**src/rtl/line_capture_pkg.sv**
```systemverilog
// Shared types and helpers for the DPI line capture buffer.
package line_capture_pkg;

    typedef enum logic [2:0] {
        IDLE,
        ARMED,
        WAIT_DEN,
        CAPTURE,
        SWAP
    } cap_state_e;

    // Address/counter width for n entries, never narrower than one bit.
    function automatic int addr_w(input int n);
        return (n > 1) ? $clog2(n) : 1;
    endfunction

endpackage

```
**src/rtl/line_capture_buffer_if.sv**
```systemverilog
// Capture-side strobes and VGA-side read port of the line capture buffer.
interface line_capture_buffer_if
    import line_capture_pkg::*;
#(
    parameter int PIX_W = 3,
    parameter int X_W   = 11,
    parameter int DEPTH = 128
);
    localparam int AW = addr_w(DEPTH);

    logic             cap_pix_en;
    logic             cap_den;
    logic [PIX_W-1:0] cap_data;
    logic             cap_arm;
    logic [X_W-1:0]   rd_x;
    logic             rd_en;
    logic [PIX_W-1:0] rd_data;
    logic             line_ready;
    logic             overflow;
    logic [AW:0]      rd_len;

    modport master (
        output cap_pix_en, cap_den, cap_data, cap_arm, rd_x, rd_en,
        input  rd_data, line_ready, overflow, rd_len
    );

    modport slave (
        input  cap_pix_en, cap_den, cap_data, cap_arm, rd_x, rd_en,
        output rd_data, line_ready, overflow, rd_len
    );

endinterface

```
**src/rtl/line_bank_ram.sv**
```systemverilog
// One line bank: single write port, registered read port, BRAM-inferable.
module line_bank_ram #(
    parameter int PIX_W = 3,
    parameter int DEPTH = 128,
    parameter int AW    = 7
) (
    input  logic             clk_in,
    input  logic             we,
    input  logic [AW-1:0]    waddr,
    input  logic [PIX_W-1:0] wdata,
    input  logic [AW-1:0]    raddr,
    output logic [PIX_W-1:0] rdata
);

    logic [PIX_W-1:0] mem [DEPTH];

    // NOTE: the array has no reset; a reset term would stop block-RAM inference,
    // and stale contents are never visible because reads are gated by the bank length.
    always_ff @(posedge clk_in) begin
        if (we) begin
            mem[waddr] <= wdata;
        end
        rdata <= mem[raddr];
    end

endmodule

```
**src/rtl/line_capture_buffer.sv**
```systemverilog
// Captures one decimated DPI line into a ping-pong bank pair and serves the
// last completed line to the display side with one cycle of read latency.
module line_capture_buffer
    import line_capture_pkg::*;
#(
    parameter int               PIX_W    = 3,
    parameter int               DEPTH    = 128,
    parameter int               DECIM    = 4,
    parameter int               RD_SHIFT = 2,
    parameter int               X_W      = 11,
    parameter logic [PIX_W-1:0] FILL     = '0
) (
    input  logic                 clk_in,
    input  logic                 reset,
    line_capture_buffer_if.slave bus
);

    localparam int AW = addr_w(DEPTH);
    localparam int PW = addr_w(DECIM);
    localparam int CW = (X_W > AW + 1) ? X_W : AW + 1;

    localparam logic [AW:0]   DEPTH_L = (AW + 1)'(DEPTH);
    localparam logic [PW-1:0] PH_LAST = PW'(DECIM - 1);

    cap_state_e state_q, state_d;

    logic [AW:0]      waddr_q;
    logic [PW-1:0]    phase_q;
    logic             wbank_q;
    logic [AW:0]      len_q [2];
    logic             overflow_q;
    logic [AW:0]      rd_len;

    logic             strobe_den, strobe_gap;
    logic             take, empty_end, swap_en;
    logic             store, drop;
    logic [1:0]       bank_we;
    logic [PIX_W-1:0] bank_rdata [2];

    logic [CW-1:0]    idx;
    logic             hit_d, hit_q, rsel_q;

    assign strobe_den = bus.cap_pix_en & bus.cap_den;
    assign strobe_gap = bus.cap_pix_en & ~bus.cap_den;

    // NOTE: sequential state uses non-blocking assignments so every register
    // samples pre-edge values regardless of process ordering.
    always_ff @(posedge clk_in or negedge reset) begin
        if (!reset) begin
            state_q <= IDLE;
        end else begin
            state_q <= state_d;
        end
    end

    // NOTE: defaulting every comb output first keeps these blocks latch-free.
    always_comb begin
        state_d = state_q;
        unique case (state_q)
            IDLE:     if (bus.cap_arm) state_d = ARMED;
            ARMED:    if (strobe_gap)  state_d = WAIT_DEN;
            WAIT_DEN: if (strobe_den)  state_d = CAPTURE;
            CAPTURE:  if (strobe_gap)  state_d = (waddr_q != '0) ? SWAP : IDLE;
            SWAP:                      state_d = IDLE;
            default:                   state_d = IDLE;
        endcase
    end

    // The DEN-rising strobe seen in WAIT_DEN is already sample 0 of the line.
    always_comb begin
        take      = 1'b0;
        empty_end = 1'b0;
        swap_en   = 1'b0;
        unique case (state_q)
            WAIT_DEN: take = strobe_den;
            CAPTURE: begin
                take      = strobe_den;
                empty_end = strobe_gap && (waddr_q == '0);
            end
            SWAP:     swap_en = 1'b1;
            default: ;
        endcase
    end

    assign store   = take && (phase_q == '0) && (waddr_q < DEPTH_L);
    assign drop    = take && (phase_q == '0) && (waddr_q == DEPTH_L);
    assign bank_we = {store & wbank_q, store & ~wbank_q};

    always_ff @(posedge clk_in or negedge reset) begin
        if (!reset) begin
            waddr_q    <= '0;
            phase_q    <= '0;
            wbank_q    <= 1'b0;
            len_q[0]   <= '0;
            len_q[1]   <= '0;
            overflow_q <= 1'b0;
        end else begin
            if (swap_en) begin
                len_q[wbank_q] <= waddr_q;
                wbank_q        <= ~wbank_q;
            end
            if (swap_en || empty_end) begin
                waddr_q <= '0;
                phase_q <= '0;
            end else if (take) begin
                if (store) begin
                    waddr_q <= waddr_q + (AW + 1)'(1);
                end
                phase_q <= (phase_q == PH_LAST) ? '0 : phase_q + PW'(1);
            end
            if (drop) begin
                overflow_q <= 1'b1;
            end
        end
    end

    // Compare at full width so large x never aliases into a valid index.
    assign rd_len = len_q[~wbank_q];
    assign idx    = CW'(bus.rd_x) >> RD_SHIFT;
    assign hit_d  = bus.rd_en && (idx < CW'(rd_len));

    for (genvar b = 0; b < 2; b++) begin : g_bank
        line_bank_ram #(
            .PIX_W (PIX_W),
            .DEPTH (DEPTH),
            .AW    (AW)
        ) u_ram (
            .clk_in (clk_in),
            .we     (bank_we[b]),
            .waddr  (waddr_q[AW-1:0]),
            .wdata  (bus.cap_data),
            .raddr  (idx[AW-1:0]),
            .rdata  (bank_rdata[b])
        );
    end

    // Bank select is captured with the read, so a read in the SWAP cycle
    // still resolves against the pre-swap bank.
    always_ff @(posedge clk_in or negedge reset) begin
        if (!reset) begin
            hit_q  <= 1'b0;
            rsel_q <= 1'b1;
        end else begin
            hit_q  <= hit_d;
            rsel_q <= ~wbank_q;
        end
    end

    assign bus.rd_data    = hit_q ? bank_rdata[rsel_q] : FILL;
    assign bus.rd_len     = rd_len;
    assign bus.line_ready = swap_en;
    assign bus.overflow   = overflow_q;

endmodule

```
**src/flat_wrapper.sv**
```systemverilog
// flat-port wrapper written by rule: the top's interface ports become plain ports
module line_capture_buffer_flat import line_capture_pkg::*;
#(
    parameter int               PIX_W    = 3,
    parameter int               DEPTH    = 128,
    parameter int               DECIM    = 4,
    parameter int               RD_SHIFT = 2,
    parameter int               X_W      = 11,
    parameter logic [PIX_W-1:0] FILL     = '0
)
  (clk_in, reset, bus_cap_pix_en, bus_cap_den, bus_cap_data, bus_cap_arm, bus_rd_x, bus_rd_en, bus_rd_data, bus_line_ready, bus_overflow, bus_rd_len);
  line_capture_buffer_if #(.PIX_W(PIX_W), .X_W(X_W), .DEPTH(DEPTH)) bus_i ();
  input  logic clk_in;
  input  logic reset;
  input wire logic [$bits(bus_i.cap_pix_en)-1:0] bus_cap_pix_en;
  input wire logic [$bits(bus_i.cap_den)-1:0] bus_cap_den;
  input wire logic [$bits(bus_i.cap_data)-1:0] bus_cap_data;
  input wire logic [$bits(bus_i.cap_arm)-1:0] bus_cap_arm;
  input wire logic [$bits(bus_i.rd_x)-1:0] bus_rd_x;
  input wire logic [$bits(bus_i.rd_en)-1:0] bus_rd_en;
  output wire logic [$bits(bus_i.rd_data)-1:0] bus_rd_data;
  output wire logic [$bits(bus_i.line_ready)-1:0] bus_line_ready;
  output wire logic [$bits(bus_i.overflow)-1:0] bus_overflow;
  output wire logic [$bits(bus_i.rd_len)-1:0] bus_rd_len;
  assign bus_i.cap_pix_en = bus_cap_pix_en;
  assign bus_i.cap_den = bus_cap_den;
  assign bus_i.cap_data = bus_cap_data;
  assign bus_i.cap_arm = bus_cap_arm;
  assign bus_i.rd_x = bus_rd_x;
  assign bus_i.rd_en = bus_rd_en;
  assign bus_rd_data = bus_i.rd_data;
  assign bus_line_ready = bus_i.line_ready;
  assign bus_overflow = bus_i.overflow;
  assign bus_rd_len = bus_i.rd_len;
  line_capture_buffer #(.PIX_W(PIX_W), .DEPTH(DEPTH), .DECIM(DECIM), .RD_SHIFT(RD_SHIFT), .X_W(X_W), .FILL(FILL)) u_core (.clk_in(clk_in), .reset(reset), .bus(bus_i));
endmodule
```
**config.mk**
```make
export PLATFORM = sky130hd
export DESIGN_NAME = line_capture_buffer_flat
export DESIGN_NICKNAME = d
export VERILOG_FILES = /design/src/rtl/line_capture_pkg.sv /design/src/rtl/line_capture_buffer_if.sv /design/src/rtl/line_bank_ram.sv /design/src/rtl/line_capture_buffer.sv /design/src/flat_wrapper.sv
export SDC_FILE = /design/constraint.sdc
export NUM_CORES = 1
export LEC_CHECK = 0
export CAP_MARGIN = 20
export CORE_ASPECT_RATIO = 1.1
export CORE_MARGIN = 1.5
export CORE_UTILIZATION = 56
export DETAILED_ROUTE_END_ITERATION = 10
export PLACE_DENSITY = 0.71
export RECOVER_POWER = 50
export SETUP_SLACK_MARGIN = 0.02
export SYNTH_ARGS = -nofsm -noshare
export SYNTH_HDL_FRONTEND = slang
export SYNTH_SLANG_ARGS = --single-unit
```
**constraint.sdc**
```tcl
create_clock -name clk_in -period 2.35 [get_ports clk_in]
set_input_delay 0.5875 -clock clk_in [delete_from_list [all_inputs] [get_ports clk_in]]
set_output_delay 0.5875 -clock clk_in [all_outputs]
set_load 0.01 [all_outputs]
```
==> results of run 1 <==
==> through the flow <==
step           util [%]  power [W]
2_1_floorplan         -     0.0175
3_3_place_gp       61.8     0.0184
3_5_place_dp       61.8     0.0184
4_1_cts            66.6     0.0307
5_1_grt            67.3     0.0314
6_report           67.3     0.0306
==> how the worst max path moves through the flow <==
stage / start / endpoint / cells after the start
2_1_floorplan: bus_rd_x[2] / u_core.g_bank[0].u_ram.rdata[1] / 8
3_3_place_gp: bus_rd_x[2] / u_core.g_bank[1].u_ram.rdata[0] / 8
3_5_place_dp: bus_rd_x[2] / u_core.g_bank[1].u_ram.rdata[0] / 8
4_1_cts: u_core.rsel_q / bus_rd_data[0] / 3
5_1_grt: u_core.rsel_q / bus_rd_data[2] / 3
6_report: u_core.rsel_q / bus_rd_data[2] / 3
==> registers in the layout, summed over array words and instances, names as in the netlist <==
register                   count
u_core.len_q                  16
u_core.hit_q                   1
u_core.state_q                 3
u_core.g_bank.u_ram.rdata      6
u_core.rsel_q                  1
u_core.wbank_q                 1
u_core.g_bank.u_ram.mem      768
u_core.phase_q                 2
u_core.bus.overflow            1
u_core.waddr_q                 8
==> repair_timing <==
action                                  in CTS  in global routing
endpoints found under the setup margin     210                335
setup buffers                               11                  0
resized for setup                           69                152
pin swaps                                    2                  1
endpoints found under the hold margin        0                  0
==> placed cells by master, fill, tap and decap left out, drive strengths merged, types with 3 or more instances in the layout <==
cell type      Yosys  final
a21oi             17     17
a221o             12     12
a221oi            24     24
a22o              24     24
a22oi             60     60
buf               45    168
bufinv             0      5
clkbuf            71    120
clkdlybuf4s50      0     10
clkinv             0     23
clkinvlp           0      5
dfrtp             32     32
dfxtp              6      6
edfxtp           768    768
ha                11     11
inv               18     23
mux2              17     17
mux2i            108    108
mux4             144    144
nand2             55     55
nand3             47     47
nor2             283    283
nor2b             11     11
nor3b              4      4
nor4               3      3
o22ai              6      6
xnor2              3      3
xor2               4      4
==> report_power, final <==
part	internal, W	leakage (nW)	switching (W)	total [W]
combinational	0.000996	3.86	0.00131	0.00230
sequential	0.0159	7.39	0.000175	0.0160
clock	0.00701	1.20	0.00524	0.0122
==> area by class of cell <==
class	count	area share (%)
repair buffers	203	5.54
inverters	18	0.176
flip-flops and latches	807	62.4
well taps	752	2.44
multi-input cells	860	23.0
clock buffers	101	5.57
clock inverters	38	0.904
==> synth_stat cells, types with 2 or more instances <==
master    number
buf_1          4
dfxtp_1        6
a22oi_1       60
o21ai_0        2
buf_4          4
xnor2_1        3
nand2_1       55
and2_1         2
xor2_1         4
buf_2         26
nor2_1       283
edfxtp_1     768
ha_1          11
nor4_1         3
nand3_1       47
nand4b_1       2
o22ai_1        6
mux4_1         4
a22o_1        24
and3b_1        2
nor3b_1        4
nor2b_1       11
a221oi_2       7
inv_1         18
nand4_1        2
mux2_2        17
nand3b_1       2
dfrtp_1       32
a21oi_1       17
buf_6          9
clkbuf_1      71
mux4_2       140
mux2i_1      108
a221o_1       12
a221oi_1      17
==> cells by family after synthesis <==
group,Yosys count,synth area share (%)
mux,269,14.0
simple gates,420,5.40
fa+ha+maj,11,0.425
flops,807,74.2
buf+inv,134,1.99
compound gates,153,3.80
xor+xnor,7,0.189
==> metal layers <==
layer | share of wire [%] | vias up | global-route usage (%)
li1 | - | 7494 | -
met1 | 38 | 8922 | 33.1
met2 | 51 | 668 | 43.6
met3 | 6.7 | 149 | 4.67
met4 | 4.0 | 0 | 12.8
met5 | 0 | - | 0
==> critical path, cell delays in order (launching register included) <==
cell and delay [ns]:
dfstp_2 0.63, mux2i_1 0.12, nor2b_2 0.25, buf_2 0.19
==> results.toml, run 1 <==
[hold_path]
min_path_cells = 2
min_to = "u_core.bus.overflow"
hp-class = "flip-flop to flip-flop"
min-delay-start = "u_core.bus.overflow"

[power]
vdd_drop_max_uv = 574
p_per_area_nw_per_um2 = 795
p_leak_nw = 12.5

[timing]
hold_viol = 0
whs_ns = 0.513
tns_ns = -0.0717
layout_setup_ws_ns = -0.0460
fmax_mhz = 417
rsz0062_at_grt = "yes"
skew_ns = 0.0201
slew-limit-headroom_pct = -40.0
final.min_clock_period_ns = 2.40
min_period_over_period_pct = 102
maxSlewViolCount = 65
setup_violations = 3
tightestPinTransition_ns = 2.10

[yosys]
ys_types = 53
ys_ff_latch = 807
async_reset_ff_share_pct = 4.09
synthTopCellsByArea = "edfxtp_1, mux4_2, mux2i_1"
yosysWarnings = 0
synth_top_area_share_pct = 71.3
yosysTopAreaCell = "edfxtp_1"
synthCells = 1801
synth-main-ff-cell = "edfxtp_1"
ys_seq_area_share_pct = 74.2
synth_fp_nets = 1832
avgSynthCellArea_um2 = 18.0
synth_area_um2 = 32400
synth-edff-count = 768

[floorplanning]
die_x_um = 232
start_util_pct = 56.6
fp.dieH_um = 255
die-area_um2 = 59200
rows = 92
pin_count = 33
coreArea_um2 = 57200

[routing]
drc = 0
wire_per_inst_um = 27.0
drtPass1Iterations = 5
first_iter_violations = 1779
vias_per_cell = 6.20
via_count = 17200
wl_um = 75000
route.antenna.remaining_nets = 0

[grt]
antenna_found_initial = 0
grt_use_total_pct = 26.0
grt_max_degree = 75
grt_pass1_wl_um = 111000
grt_pass1_vias = 17800
overflow = 0

[final_layout]
fin_cells = 2779
regArea_um2 = 24000
area_delta_synth_final_pct = 18.9
drive_gt1_share_pct = 37.5
multi_input_comb_area_um2 = 8850
stdcell_area_um2 = 38500
finalNetCount = 2000
nFillCells = 3631
n_antenna_cell = 0

[worst_setup_path]
required_ns = 1.76
r2r-end = "u_core.g_bank[0].u_ram.mem[90][0]"
reg2reg_depth = 4
rr_startpoint = "u_core.waddr_q[4]"
rrSetupSlack_ns = 0.04
path_class = "flip-flop to primary output"
startpoint_type = "flip-flop"
worstPathMaxFanout = 3
end_kind = "primary output"
arrival_ns = 1.81

[outcome]
violations = "max-capacitance violations, max-slew violations, negative setup slack"
status = "complete, but fails checks"

[clock_tree]
root_buffer = "clkbuf_16"
htree_num_levels = 3
cts_tree = "built"
cts_hold_buf = 0
cts_max_path_buffers = 3
numCtsBuffers = 79
clkTransAtPathRegs_ns = 0.06
cts_sinks = 807
clk_latency_ns = 0.62

[flow_run]
cap_violations = 2

[placed_design]
dp_slack_ns = -1.25
numPortBuffers = 30
gp_congestion = 0.888
placed_area_um2 = 35400
hpwl_um = 50100
place_inst = 2630
No activity file was read; power rests on OpenSTA's default activity.
==> run 2, diff against run 1 <==
Settings changed: CORE_MARGIN 1.5 to unset.
==> results.toml, run 2 (synthesized netlist as in run 1, its figures left out) <==
[outcome]
status = "complete, but fails checks"
violations = "max-capacitance violations, max-slew violations, negative setup slack"

[power]
p_leak_nw = 12.7
sw_frac_of_total_pct = 22.1
p_seq_share_pct = 51.9
p_sw_w = 0.00683
clock_power_share_pct = 39.8
p_per_area_nw_per_um2 = 794
comb_power_share_pct = 8.3
finalPower_w = 0.0309
internal_power_w = 0.0241
vdd_drop_max_uv = 848

[timing]
hold_viol = 0
setup_violations = 3
skew_ns = 0.0254
final.min_clock_period_ns = 2.44
whs_ns = 0.473
maxSlewViolCount = 33
tns_ns = -0.181
layout_setup_ws_ns = -0.0891
fmax_mhz = 410
slew-limit-headroom_pct = -37.9
rsz0062_at_grt = "yes"
min_period_over_period_pct = 104
tightestPinTransition_ns = 2.07

[placed_design]
numPortBuffers = 30
gp_congestion = 0.838
placed_area_um2 = 35300
hpwl_um = 48800

[final_layout]
largest_register = "u_core.g_bank.u_ram.mem"
utilization_pct = 68.2
reg_top3 = "u_core.g_bank.u_ram.mem (768), u_core.len_q (16), u_core.waddr_q (8)"
regArea_um2 = 24000
multi_input_comb_area_um2 = 9100
layout_commonest_cell = "edfxtp_1"
nFillCells = 3562
final_cell_mix = "edfxtp_1, nor2_2, mux4_2"
largest_register_ffs = 768
finalNetCount = 2012
n_antenna_cell = 0
area_delta_synth_final_pct = 20.5
stdcell_area_um2 = 39000
drive_gt1_share_pct = 38.6

[worst_setup_path]
startpoint_type = "flip-flop"
rrSetupSlack_ns = 0.05
rr_startpoint = "u_core.phase_q[0]"
path_class = "flip-flop to primary output"
required_ns = 1.76
worstPathMaxFanout = 3
end_kind = "primary output"
arrival_ns = 1.85
reg2reg_depth = 9
r2r-end = "u_core.g_bank[0].u_ram.mem[91][1]"

[grt]
antenna_found_initial = 0
overflow = 0
grt_use_total_pct = 26.7
grt_pass1_wl_um = 114000
grt_max_degree = 77
grt_pass1_vias = 18000

[floorplanning]
die-area_um2 = 58800
start_util_pct = 56.6
fp.dieH_um = 254
coreArea_um2 = 57200
rows = 92
pin_count = 33
die_x_um = 231

[clock_tree]
root_buffer = "clkbuf_16"
numCtsBuffers = 77
htree_num_levels = 3
clk_latency_ns = 0.63
cts_tree = "built"
cts_hold_buf = 0
cts_max_path_buffers = 3
cts_sinks = 807
clkTransAtPathRegs_ns = 0.06

[routing]
first_iter_violations = 1706
drtPass1Iterations = 5
drc = 0
vias_per_cell = 6.25
route.antenna.remaining_nets = 0
wire_per_inst_um = 27.6
via_count = 17500
wl_um = 77200

[hold_path]
min-delay-start = "u_core.state_q[2]"
min_to = "u_core.state_q[0]"
hp-class = "flip-flop to flip-flop"
min_path_cells = 1

[flow_run]
cap_violations = 1
[run 2: metrics by stage]
stage | worst slack, ns | instances
final | -0.0891 | 2794
after global routing | -0.101 | 2794
after CTS | -0.0797 | 2781
after detailed placement | -1.02 | 2620
after global placement | -0.993 | 2620
after floorplan | -0.0676 | 1801
[run 2: what timing repair did]
item	CTS	global route
buffers inserted	20	10
gates resized for setup	102	178
gates cloned	1	3
endpoints found under the setup margin	24	534
pin swaps	1	8
[run 2: layout make-up]
type / instances / share of cell area (%)
well taps: 752 / 2.41
repair buffers: 217 / 6.07
clock inverters: 42 / 1.07
flip-flops and latches: 807 / 61.6
inverters: 18 / 0.173
multi-input cells: 860 / 23.3
clock buffers: 98 / 5.36
[run 2: critical path, cell delays in order, from the launching register on]
cell	delay (ns)
dfstp_2	0.62
buf_6	0.13
mux2i_4	0.26
nor2b_4	0.09
buf_6	0.13
[run 2: worst max-delay path by stage]
stage | from | to | slack (ns) | cells past startpoint
6_report | u_core.rsel_q | bus_rd_data[2] | -0.09 | 4
5_1_grt | u_core.rsel_q | bus_rd_data[2] | -0.10 | 4
4_1_cts | u_core.rsel_q | bus_rd_data[2] | -0.08 | 4
3_5_place_dp | bus_rd_x[6] | u_core.g_bank[1].u_ram.rdata[2] | -1.02 | 7
3_3_place_gp | bus_rd_x[6] | u_core.g_bank[1].u_ram.rdata[2] | -0.99 | 7
2_1_floorplan | bus_rd_x[2] | u_core.g_bank[0].u_ram.rdata[1] | -0.07 | 8
[run 2: metal layers]
layer,vias up,share of wire (%),global-route usage [%]
met5,-,0,0
met4,0,2.5,8.33
met3,117,6.6,4.35
met2,696,52,46.0
met1,9125,38,35.1
li1,7518,-,-
[run 2: power groups by stage]
stage,logic [W],clock network (W),registers (W)
2_1_floorplan,0.00126,0,0.0162
4_1_cts,0.00250,0.0124,0.0160
5_1_grt,0.00273,0.0130,0.0161
6_report,0.00258,0.0123,0.0161
3_3_place_gp,0.00206,0,0.0163
3_5_place_dp,0.00209,0,0.0163
